## config.mk

```make
export PLATFORM = sky130hd
export DESIGN_NAME = fifo_sync_prog
export DESIGN_NICKNAME = d
export VERILOG_FILES = /design/src/rtl/fifo_sync_prog.sv
export SDC_FILE = /design/constraint.sdc
export NUM_CORES = 1
export LEC_CHECK = 0
export ABC_AREA = 1
export CORE_ASPECT_RATIO = 1.75
export CORE_MARGIN = 1
export CORE_UTILIZATION = 52
export CTS_CLUSTER_SIZE = 28
export DETAILED_ROUTE_END_ITERATION = 7
export GPL_TIMING_DRIVEN = 1
export PLACE_DENSITY_LB_ADDON = 0.08
export SETUP_SLACK_MARGIN = 0.5
export SLEW_MARGIN = 25
export SYNTH_ARGS = -nofsm -noshare
export SYNTH_HDL_FRONTEND = slang
export SYNTH_SLANG_ARGS = --single-unit
```

## constraint.sdc

```tcl
create_clock -name clk -period 1.8 [get_ports clk]
set_input_delay 0.36 -clock clk [delete_from_list [all_inputs] [get_ports clk]]
set_output_delay 0.36 -clock clk [all_outputs]
set_load 0.03 [all_outputs]
```

## src/rtl/fifo_sync_prog.sv

```systemverilog
`default_nettype none
// ============================================================================
// Module   : fifo_sync_prog
// Purpose  : Single-clock FIFO with run-time almost-full/almost-empty
//            thresholds, occupancy count and selectable FWFT read mode.
// Revision : 1.0 - initial release
// ============================================================================
module fifo_sync_prog #(
    parameter int  FIFO_WIDTH = 16,
    parameter int  FIFO_DEPTH = 8,
    parameter int  FWFT       = 0,
    localparam int CNT_W      = $clog2(FIFO_DEPTH + 1)
) (
    input  logic                  clk,
    input  logic                  rst_n,
    input  logic [FIFO_WIDTH-1:0] data_in,
    input  logic                  wr_en,
    input  logic                  rd_en,
    input  logic [CNT_W-1:0]      af_thr,
    input  logic [CNT_W-1:0]      ae_thr,
    output logic [FIFO_WIDTH-1:0] data_out,
    output logic                  wr_ack,
    output logic                  overflow,
    output logic                  underflow,
    output logic                  full,
    output logic                  empty,
    output logic                  almostfull,
    output logic                  almostempty,
    output logic [CNT_W-1:0]      count
);

    localparam int               PTR_W      = $clog2(FIFO_DEPTH);
    localparam logic [CNT_W-1:0] C_DEPTH    = CNT_W'(FIFO_DEPTH);
    localparam logic [PTR_W-1:0] C_PTR_LAST = PTR_W'(FIFO_DEPTH - 1);

    logic [FIFO_WIDTH-1:0] r_mem [FIFO_DEPTH];
    logic [PTR_W-1:0]      r_wr_ptr;
    logic [PTR_W-1:0]      r_rd_ptr;
    logic [CNT_W-1:0]      r_count;
    logic                  r_wr_ack;
    logic                  r_overflow;
    logic                  r_underflow;

    logic                  w_full;
    logic                  w_empty;
    logic                  w_wr_accept;
    logic                  w_rd_accept;

    // Acceptance uses the pre-edge occupancy, so a full FIFO rejects a write
    // even when a simultaneous read frees a slot (and vice versa when empty).
    assign w_full      = (r_count == C_DEPTH);
    assign w_empty     = (r_count == '0);
    assign w_wr_accept = wr_en & ~w_full;
    assign w_rd_accept = rd_en & ~w_empty;

    always_ff @(posedge clk or negedge rst_n) begin
        if (!rst_n) begin
            r_wr_ptr    <= '0;
            r_rd_ptr    <= '0;
            r_count     <= '0;
            r_wr_ack    <= 1'b0;
            r_overflow  <= 1'b0;
            r_underflow <= 1'b0;
        end else begin
            if (w_wr_accept) begin
                r_wr_ptr <= (r_wr_ptr == C_PTR_LAST) ? '0 : r_wr_ptr + 1'b1;
            end
            if (w_rd_accept) begin
                r_rd_ptr <= (r_rd_ptr == C_PTR_LAST) ? '0 : r_rd_ptr + 1'b1;
            end
            if (w_wr_accept && !w_rd_accept) begin
                r_count <= r_count + 1'b1;
            end else if (w_rd_accept && !w_wr_accept) begin
                r_count <= r_count - 1'b1;
            end
            r_wr_ack    <= w_wr_accept;
            r_overflow  <= wr_en & w_full;
            r_underflow <= rd_en & w_empty;
        end
    end

    // Storage carries no reset; only the pointers and count define validity.
    always_ff @(posedge clk) begin
        if (w_wr_accept) begin
            r_mem[r_wr_ptr] <= data_in;
        end
    end

    generate
        if (FWFT != 0) begin : g_fwft
            assign data_out = w_empty ? '0 : r_mem[r_rd_ptr];
        end else begin : g_std
            logic [FIFO_WIDTH-1:0] r_data_out;

            always_ff @(posedge clk or negedge rst_n) begin
                if (!rst_n) begin
                    r_data_out <= '0;
                end else if (w_rd_accept) begin
                    r_data_out <= r_mem[r_rd_ptr];
                end
            end

            assign data_out = r_data_out;
        end
    endgenerate

    assign wr_ack      = r_wr_ack;
    assign overflow    = r_overflow;
    assign underflow   = r_underflow;
    assign full        = w_full;
    assign empty       = w_empty;
    assign almostfull  = (r_count >= af_thr);
    assign almostempty = (r_count <= ae_thr);
    assign count       = r_count;

endmodule

`default_nettype wire
```

==> impl_metrics.ini <==
[outcome]
status = complete, but fails checks
violations = setup timing

[yosys]
synth_top_family_by_area = simple AND/OR/NAND/NOR gates
synthAdderAreaFrac_pct = 3.001
synth_area_per_cell_um2 = 10.28
yosysSeqAreaShare_pct = 66.02
ys_warn_count = 0
syn_area_um2 = 6922
synth_mux_area_share_pct = 0
ys_ff_latch = 157
synthesis.nets = 717
ys_types = 24
synthXorXnorAreaFrac_pct = 0.2531
synthCells = 673
yosys.area_share.simple_pct = 20.39
synth_compound_area_share_pct = 1.283

[routing]
wl_per_cell_um = 16.87
dr.pass1.iters = 5
dr.first_iter.drc_count = 234
num_vias = 5032
drcViolationCount = 0
wirelength_um = 16510
routed_via_density = 5.140
ant_nets = 0

[clocking]
tritoncts = done
clock_path_buffers = 2
cts_sinks = 157
htreeDepth = 4
cts-root-buf = clkbuf_16
path_clk_slew_ns = 0.06
clk-insertion-delay-late_ns = 0.42
numCtsBuffers = 17

[place]
io_buffers = 54
postPlaceCellArea_um2 = 8040
dp_hpwl_um = 9432
place.gp.congestion = 0.8151
post-place-ws_ns = -0.6701

[cells_and_area]
postLayoutCellArea_um2 = 9439
num_antenna_cells = 0
final_common_cell = nand2_1
nNetsFinal = 839
drive_above_1_share_pct = 25.74
final_cell_mix = 205 x nand2_1, 128 x edfxtp_1, 110 x inv_1, 82 x nand3_1, 48 x buf_6
area_growth_pct = 36.37

[floorplanning]
rows = 55
io_pins = 55
dieArea_um2 = 13790
dieHeight_um = 154.6
die_x_um = 89.22
core_area_um2 = 12940
initial_core_util_pct = 53.50

[setup_path]
timing.rr.start = count[3]
crit_required_ns = 1.44
regToRegSetupSlack_ns = -0.21
critPathKind = reg -> out
reg2reg_to = r_mem[1][12]
start_kind = register
cp_max_fo = 3
critPathCaptureType = output port
r2r.worst_path.cells = 11
arrival_ns = 1.66

[job]
maxCapViolCount = 0

[timing]
setup_ws_ns = -0.2218
fmax_mhz = 494.6
relSlewSlack_pct = 69.41
worst_pin_slew_ns = 0.4588
clock-skew-final_ns = 0.01025
setup_tns_ns = -21.02
final_max_slew_viol_count = 0
final-setup-viol-count = 135
fin_crit_sh_pct = 112.3
period_needed_ns = 2.022
hold_violations = 0
rsz0062_at_grt = true

[global_routing]
grt_pass1_vias = 5101
overflow = 0
grt_start_max_net_pins = 33
antenna_found_initial = 0
track_usage_pct = 25.64
grt_pass1_wl_um = 25500

[power_and_ir_drop]
pwr_density_cell_nw_per_um2 = 1670
p_leak_nw = 4.179
ir_worst_vdd_uv = 988.7

[hold_path]
hold_path.class = in -> async
-- repair_timing --
| action | in CTS | in global routing |
|---|---|---|
| pin swaps | 35 | 10 |
| setup endpoints to repair | 182 | 182 |
| resized for setup | 244 | 23 |
| hold endpoints to repair | 0 | 0 |
| hold buffers | 0 | 0 |
| cloned | 3 | 0 |
| setup buffers | 27 | 7 |
-- power breakdown --
| part | total, mW | internal, mW | leakage, nW | switching (mW) |
|---|---|---|---|---|
| sequential | 5.05 | 4.68 | 1.51 | 0.371 |
| combinational | 7.16 | 3.08 | 2.38 | 4.08 |
| clock | 3.55 | 2.07 | 0.283 | 1.49 |
-- registers in the layout (all words and copies together) (netlist names) --
register and cells:
count 4, overflow 1, r_rd_ptr 3, wr_ack 1
r_wr_ptr 3, underflow 1, r_mem 128, data_out 16
-- synth_stat cells --
master / n / area, um^2
a21oi_1: 4 / 20.02
buf_2: 12 / 60.06
buf_4: 9 / 67.56
buf_6: 3 / 33.78
clkbuf_1: 3 / 11.26
clkinv_1: 1 / 3.750
dfrtp_1: 29 / 725.7
edfxtp_1: 128 / 3844
fa_1: 1 / 20.02
ha_1: 15 / 187.7
inv_1: 118 / 442.9
inv_2: 2 / 7.510
nand2_1: 213 / 799.5
nand2_4: 1 / 11.26
nand3_1: 102 / 510.5
nand3_2: 1 / 10.01
nand4_1: 1 / 6.260
nor2_1: 15 / 56.30
nor2_2: 1 / 6.260
nor2_4: 1 / 11.26
o211ai_1: 1 / 7.510
o21ai_0: 7 / 35.03
o21ai_2: 3 / 26.28
xnor2_1: 2 / 17.52
-- cell families after synthesis --
logic type	Yosys count
simple gates	335
flops	157
fa+ha+maj	16
buf+inv	148
compound gates	15
xor+xnor	2
-- critical path, stage by stage, from the launching register on --
cell     delay [ns]
dfrtp_2        0.41
buf_6          0.13
ha_4           0.28
nand2_4        0.06
o21ai_4        0.16
o21ai_4        0.07
buf_6          0.14
-- how the worst max path moves through the flow --
stage	from	endpoint	slack [ns]	cells after the start
after floorplan	count[1]	count[3]	-0.10	13
after global placement	af_thr[1]	almostfull	-0.64	8
after detailed placement	af_thr[1]	almostfull	-0.67	8
after CTS	count[1]	almostempty	-0.24	6
after global routing	count[1]	count[3]	-0.30	14
final	count[3]	almostempty	-0.22	6
-- stage by stage --
step / utilization (%) / power, mW / hold WS (ns) / std cells
2_1_floorplan: - / 8.733 / 0.06441 / 673
3_3_place_gp: 62.15 / 10.57 / 0.4637 / 910
3_5_place_dp: 62.15 / 10.73 / 0.4687 / 910
4_1_cts: 71.91 / 15.45 / 0.3586 / 972
5_1_grt: 72.96 / 16.62 / 0.3939 / 979
6_report: 72.96 / 15.76 / 0.3551 / 979
-- layout make-up --
cell class	instances	area, um^2
flip-flops and latches	157	4576
clock inverters	15	162.7
fillers	882	3498
repair buffers	130	1476
multi-input cells	368	2111
clock buffers	17	425.4
inverters	121	474.2
well taps	171	214.0
-- metal layers --
layer	vias to the layer above	track usage [%]	routed length, um
li1	2417	-	-
met1	2419	29.80	6129
met2	162	44.82	9028
met3	34	4.376	870
met4	0	12.24	485
met5	-	0	0
(Power assumes the default switching activity.)
